==> src/rtl/flex_timer_pkg.sv <==
// Shared types and defaults for the flex_timer counting primitive.
package flex_timer_pkg;

  typedef enum logic [1:0] {
    MODE_WRAP    = 2'b00,
    MODE_SAT     = 2'b01,
    MODE_ONESHOT = 2'b10
  } timer_mode_t;

  localparam int DEFAULT_CNT_BITS      = 8;
  localparam int DEFAULT_PRESCALE_BITS = 4;

endpackage

==> src/rtl/flex_prescaler.sv <==
// Divides enabled cycles into ticks: one tick every prescale_val+1 enabled cycles.
module flex_prescaler
  import flex_timer_pkg::*;
#(
  parameter int PRESCALE_BITS = DEFAULT_PRESCALE_BITS
) (
  input  logic                     clk,
  input  logic                     n_rst,
  input  logic                     clear,
  input  logic                     enable,
  input  logic [PRESCALE_BITS-1:0] prescale_val,
  output logic                     tick
);

  localparam logic [PRESCALE_BITS-1:0] PRE_ONE = {{(PRESCALE_BITS-1){1'b0}}, 1'b1};

  logic [PRESCALE_BITS-1:0] presc_r;

  assign tick = enable && (presc_r == prescale_val);

  // Phase counter; holds while disabled so the phase resumes where it stopped
  always_ff @(posedge clk or negedge n_rst) begin
    if (!n_rst) begin
      presc_r <= '0;
    end else if (clear) begin
      presc_r <= '0;
    end else if (tick) begin
      presc_r <= '0;
    end else if (enable) begin
      presc_r <= presc_r + PRE_ONE;
    end else begin
      presc_r <= presc_r;
    end
  end

endmodule

==> src/rtl/flex_timer.sv <==
// Up/down timer with prescaler, synchronous load and wrap/saturate/one-shot terminal modes.
module flex_timer
  import flex_timer_pkg::*;
#(
  parameter int NUM_CNT_BITS  = DEFAULT_CNT_BITS,
  parameter int PRESCALE_BITS = DEFAULT_PRESCALE_BITS
) (
  input  logic                     clk,
  input  logic                     n_rst,
  input  logic                     clear,
  input  logic                     count_enable,
  input  logic                     load,
  input  logic [NUM_CNT_BITS-1:0]  load_val,
  input  logic                     dir_down,
  input  logic [1:0]               mode,
  input  logic [PRESCALE_BITS-1:0] prescale_val,
  input  logic [NUM_CNT_BITS-1:0]  rollover_val,
  output logic [NUM_CNT_BITS-1:0]  count_out,
  output logic                     rollover_flag,
  output logic                     wrap_pulse,
  output logic                     done
);

  localparam logic [NUM_CNT_BITS-1:0] CNT_ONE = {{(NUM_CNT_BITS-1){1'b0}}, 1'b1};

  logic [NUM_CNT_BITS-1:0] cnt_r;
  logic                    flag_r;
  logic                    wrap_r;
  logic                    done_r;

  logic [NUM_CNT_BITS-1:0] cnt_nxt_s;
  logic                    flag_nxt_s;
  logic                    wrap_nxt_s;
  logic                    done_nxt_s;
  logic [NUM_CNT_BITS-1:0] terminal_s;
  logic                    presc_en_s;
  logic                    tick_s;

  // A finished one-shot freezes the prescaler so no further ticks occur
  assign presc_en_s = count_enable && !((mode == MODE_ONESHOT) && done_r);
  assign terminal_s = dir_down ? {NUM_CNT_BITS{1'b0}} : rollover_val;

  flex_prescaler #(
    .PRESCALE_BITS(PRESCALE_BITS)
  ) u_prescaler (
    .clk         (clk),
    .n_rst       (n_rst),
    .clear       (clear | load),
    .enable      (presc_en_s),
    .prescale_val(prescale_val),
    .tick        (tick_s)
  );

  // Next-state selection: clear > load > tick > hold
  always_comb begin
    cnt_nxt_s  = cnt_r;
    done_nxt_s = done_r;
    wrap_nxt_s = 1'b0;
    if (clear) begin
      cnt_nxt_s  = '0;
      done_nxt_s = 1'b0;
    end else if (load) begin
      cnt_nxt_s  = load_val;
      done_nxt_s = 1'b0;
    end else if (tick_s) begin
      if (cnt_r != terminal_s) begin
        cnt_nxt_s = dir_down ? (cnt_r - CNT_ONE) : (cnt_r + CNT_ONE);
      end else begin
        case (mode)
          MODE_SAT:     cnt_nxt_s  = cnt_r;
          MODE_ONESHOT: done_nxt_s = 1'b1;
          default: begin
            cnt_nxt_s  = dir_down ? rollover_val : {NUM_CNT_BITS{1'b0}};
            wrap_nxt_s = 1'b1;
          end
        endcase
      end
    end else begin
      cnt_nxt_s = cnt_r;
    end
    // After clear the flag reflects only the direction, not the compare
    if (clear) begin
      flag_nxt_s = dir_down;
    end else begin
      flag_nxt_s = (cnt_nxt_s == terminal_s);
    end
  end

  // State and output registers
  always_ff @(posedge clk or negedge n_rst) begin
    if (!n_rst) begin
      cnt_r  <= '0;
      flag_r <= 1'b0;
      wrap_r <= 1'b0;
      done_r <= 1'b0;
    end else begin
      cnt_r  <= cnt_nxt_s;
      flag_r <= flag_nxt_s;
      wrap_r <= wrap_nxt_s;
      done_r <= done_nxt_s;
    end
  end

  assign count_out     = cnt_r;
  assign rollover_flag = flag_r;
  assign wrap_pulse    = wrap_r;
  assign done          = done_r;

endmodule

==> config.mk <==
export PLATFORM = sky130hd
export DESIGN_NAME = flex_timer
export DESIGN_NICKNAME = d
export VERILOG_FILES = /design/src/rtl/flex_timer_pkg.sv /design/src/rtl/flex_prescaler.sv /design/src/rtl/flex_timer.sv
export SDC_FILE = /design/constraint.sdc
export NUM_CORES = 1
export LEC_CHECK = 0
export CORE_ASPECT_RATIO = 1.25
export CORE_MARGIN = 2
export CORE_UTILIZATION = 46
export CTS_CLUSTER_SIZE = 16
export DETAILED_ROUTE_END_ITERATION = 7
export PLACE_DENSITY = 0.76
export REMOVE_ABC_BUFFERS = 1
export SYNTH_ARGS = -nofsm -noshare
export SYNTH_HDL_FRONTEND = slang
export SYNTH_SLANG_ARGS = --single-unit
==> constraint.sdc <==
create_clock -name clk -period 2.6 [get_ports clk]
set_input_delay 0.52 -clock clk [delete_from_list [all_inputs] [get_ports clk]]
set_output_delay 0.52 -clock clk [all_outputs]
set_load 0.05 [all_outputs]
==> results.txt <==
The final period demand of the worst path came out at 3.10 ns. The worst setup slack after placement came out at -1.08 ns. The type of the worst min-delay path is register to register.

The worst slew margin relative to its limit is 43.6%. The H-tree level count is 1. The number of nets still failing antenna checks after routing came out at 0.

The total routing usage reported by global routing is 37.1%. The pin count of the biggest net entering global routing is 16. The area of the die came out at 4420 sq um. The insertion delay of the later-clocked pin in the worst-skew pair came out at 0.27 ns. The largest fanout of any net on the critical path is 6. The count of vias placed by the detailed router is 2581. The worst hold path terminates at done$_DFFE_PN0P_. The setup-violating endpoint count in the final report is 3.

The synthesis warning total is 0. The final worst-path setup slack came out at -0.503 ns. The finished cells cover 3300 sq um. The biggest area contributor in the post-synthesis netlist is sky130_fd_sc_hd__dfrtp_1. The clock root buffer master is sky130_fd_sc_hd__clkbuf_8.

Final hold analysis gives a worst-case slack of 0.666 ns. The final count of pins violating max slew came to 0. For this run, design rule violations remaining after detail routing come to 0. The number of nets in the layout came out at 379. Measured along the x axis, the die boundary spans 59.9 um. The worst-case vdd ir drop is 0.248 mV.

The final reports fail on setup timing. The critical path in this run is classified as input pin to register. Counting instances, the worst hold path has a depth of 2.

The number of DRC markers after the initial detailed-route iteration came out at 194. Measured in cells, the most critical reg-to-reg path has a length of 11. The flop-to-flop setup slack is -0.48 ns. The number of buffers added by the clock tree synthesis step is 3. The initial standard-cell utilization of the core came out at 47.8%.

The number of clock sinks seen by CTS came out at 15. During I/O placement, the number of pins put on the boundary was 39. The worst-case clock skew is 0.0166 ns. The placed instances occupy a cell area of 2780 sq um. The number of input and output port buffers inserted came out at 38. The tool flagged a number of max-cap violations equal to 0.

The clock passes through at most 2 buffers. The part of the Yosys area used for sequential elements came out at 20.9%. The main flop type after synthesis is sky130_fd_sc_hd__dfrtp_1.

Yosys attributes the largest share of cell area to sky130_fd_sc_hd__dfrtp_1 (21%), sky130_fd_sc_hd__xnor2_1 (7.8%), sky130_fd_sc_hd__ha_1 (5.6%). 0 antenna diodes ended up in the layout. The number of enable-type register cells in the synthesized netlist is 0. The cell count after synthesis came out at 215. The post-synthesis average cell area is 8.35 sq um. Row generation in the floorplan step produced 25 rows. The post-synth design cell area is 1800 sq um. The count of endpoints failing hold in the final timing report is 0.

The y dimension of the die is 73.9 um. The total overflow reported by the global router came out at 0. For this run, the share of the core covered by cells in the final layout is 88.0%. The detailed-route wire length per cell came out at 23.0 um. The actual slew at the worst max-slew pin is 0.844 ns. The detailed-placement wirelength estimate is 5080 um. Setup repair after global routing could not meet its margin everywhere. The register bit count reported by yosys is 15. The aggregate negative setup slack is -0.548 ns.

The multi-input combinational cells in the finished layout cover a total of 1660 sq um. The total length of routed wires is 8780 um. The initial antenna violation count is 0. The worst register-to-register path begins at count_out[5]$_DFF_PN0_.

The highest achievable clock rate came out at 322 MHz. The first global-routing pass estimated 12100 um of wire. The share of the synthesized area in the top cell type is 20.9%. The async set-or-reset flop fraction in the synthesized netlist came out at 100%. The arrival time of data at the critical path endpoint came out at 3.29 ns.

The reg-to-reg endpoint is rollover_flag$_DFF_PN0_. The average vias per placed instance came out at 6.77. By count the netlist is led by sky130_fd_sc_hd__nand2_1 (18), sky130_fd_sc_hd__xnor2_1 (16), sky130_fd_sc_hd__dfrtp_1 (15), sky130_fd_sc_hd__nor2_1 (12).

The startpoint identified for the worst hold timing path is done$_DFFE_PN0P_. The number of global-route vias before repair is 2498. sky130_fd_sc_hd__nand2_1 is the most common cell in the netlist. The clock transition at the registers of the reported paths is 0.09 ns.

The number of optimization iterations in the first detailed-route pass is 7. The data required time at the worst endpoint is 2.78 ns. The flow ran to the end, but the final reports show violations. Dividing the final minimum period by the clock period gives 119%. The share of final-layout standard cells stronger than drive strength 1 came out at 46.3%.

The startpoint kind of the worst setup timing path is an input pin. The area added between synthesis and finish came out at 84.0%. The total area of sequential cells is 377 sq um. The leakage component of the power is 1.40 nW. For this design the ratio of total power to cell area is 332 nW/um^2.

The number of filler instances in the final layout is 174. The placeable core region came out at 3750 sq um. TritonCTS built the clock tree. The distinct cell type count after synthesis came out at 61.

The type of destination of the critical path is a register. The weighted congestion at the end of routability-driven global placement is 0.968.
-- cell type report --
| type | instances | share of cell area (%) |
|---|---|---|
| Clock buffer | 3 | 1.25 |
| Clock inverter | 1 | 0.151 |
| Inverter | 10 | 1.25 |
| Multi-Input combinational cell | 180 | 50.3 |
| Sequential cell | 15 | 11.4 |
| Tap cell | 40 | 1.51 |
| Timing Repair Buffer | 132 | 34.2 |
-- how the worst max path moves through the flow --
stage / from / to / slack, ns / cells after the start
after global routing: dir_down / rollover_flag$_DFF_PN0_ / -0.59 / 15
final: rollover_val[7] / rollover_flag$_DFF_PN0_ / -0.50 / 12
after global placement: dir_down / rollover_flag$_DFF_PN0_ / -1.07 / 11
after detailed placement: dir_down / rollover_flag$_DFF_PN0_ / -1.08 / 11
after floorplan: count_out[5]$_DFF_PN0_ / rollover_flag$_DFF_PN0_ / -0.40 / 9
after CTS: count_out[5]$_DFF_PN0_ / rollover_flag$_DFF_PN0_ / -0.32 / 10
-- registers in the layout, indices dropped and copies added, names as in the netlist --
| register | cells |
|---|---|
| count_out | 8 |
| u_prescaler.presc_r | 4 |
| rollover_flag | 1 |
| wrap_pulse | 1 |
| done | 1 |
-- cell usage in the layout, fill, tap and decap left out, types with 3 or more instances in the layout --
| cell type | n |
|---|---|
| sky130_fd_sc_hd__clkbuf_8 | 3 |
| sky130_fd_sc_hd__nor4_2 | 3 |
| sky130_fd_sc_hd__nor2_1 | 11 |
| sky130_fd_sc_hd__nor2b_1 | 4 |
| sky130_fd_sc_hd__xor2_1 | 4 |
| sky130_fd_sc_hd__inv_1 | 9 |
| sky130_fd_sc_hd__nor3_1 | 7 |
| sky130_fd_sc_hd__o2111ai_2 | 3 |
| sky130_fd_sc_hd__nand3_1 | 5 |
| sky130_fd_sc_hd__clkdlybuf4s50_1 | 27 |
| sky130_fd_sc_hd__nand2_2 | 3 |
| sky130_fd_sc_hd__and2_1 | 3 |
| sky130_fd_sc_hd__o21ai_0 | 8 |
| sky130_fd_sc_hd__buf_4 | 81 |
| sky130_fd_sc_hd__o21ai_2 | 3 |
| sky130_fd_sc_hd__xnor2_1 | 12 |
| sky130_fd_sc_hd__o21a_1 | 3 |
| sky130_fd_sc_hd__clkdlybuf4s15_1 | 3 |
| sky130_fd_sc_hd__nand4_1 | 3 |
| sky130_fd_sc_hd__and3_1 | 3 |
| sky130_fd_sc_hd__nand3b_1 | 3 |
| sky130_fd_sc_hd__a21oi_1 | 6 |
| sky130_fd_sc_hd__a21oi_2 | 3 |
| sky130_fd_sc_hd__dlygate4sd2_1 | 3 |
| sky130_fd_sc_hd__ha_1 | 6 |
| sky130_fd_sc_hd__buf_6 | 13 |
| sky130_fd_sc_hd__xnor2_2 | 4 |
| sky130_fd_sc_hd__nand2b_1 | 4 |
| sky130_fd_sc_hd__nor4_4 | 3 |
| sky130_fd_sc_hd__nand2_1 | 15 |
| sky130_fd_sc_hd__dfrtp_1 | 14 |
-- layer usage --
layer,wire [um],share of wire (%),global-route usage (%)
met4,671,7.6,20.2
met1,3010,34,41.1
met5,0,0,0
met2,4310,49,66.5
met3,786,9.0,4.58
-- cell families after synthesis --
| kind of cell | after synthesis | share of synthesized area [%] |
|---|---|---|
| fa+ha+maj | 9 | 6.69 |
| flops | 15 | 20.9 |
| simple gates | 84 | 25.6 |
| compound gates | 65 | 31.2 |
| buf+inv | 20 | 4.74 |
| mux | 2 | 1.12 |
| xor+xnor | 20 | 9.76 |
-- what timing repair did --
item / 4_1_cts / 5_1_grt
gates resized for setup: 76 / 28
pin swaps: 31 / 23
buffers inserted: 7 / 7
cloned: 2 / 0
setup endpoints to repair: 9 / 2
hold buffers: 0 / 0
-- power breakdown --
| group | switching [W] | internal, W |
|---|---|---|
| Clock | 0.000111 | 0.000107 |
| Sequential | 0.0000183 | 0.000244 |
| Combinational | 0.000323 | 0.000295 |
-- worst max-delay path, cell delays in order --
cell	delay [ns]
sky130_fd_sc_hd__clkdlybuf4s15_1	0.25
sky130_fd_sc_hd__or2_4	0.30
sky130_fd_sc_hd__a211oi_4	0.40
sky130_fd_sc_hd__buf_4	0.18
sky130_fd_sc_hd__o32a_4	0.20
sky130_fd_sc_hd__nand2_2	0.08
sky130_fd_sc_hd__buf_6	0.16
sky130_fd_sc_hd__a311oi_1	0.33
sky130_fd_sc_hd__a21oi_1	0.22
sky130_fd_sc_hd__nor3_1	0.27
sky130_fd_sc_hd__a41oi_1	0.10
sky130_fd_sc_hd__o32ai_2	0.27
-- per-stage QoR --
stage,std cells,power [W]
after CTS,374,0.00102
final,381,0.00110
after floorplan,205,0.000487
after global placement,361,0.000731
after global routing,381,0.00112
after detailed placement,361,0.000740
Note: power is estimated with default switching activity, not from simulation.
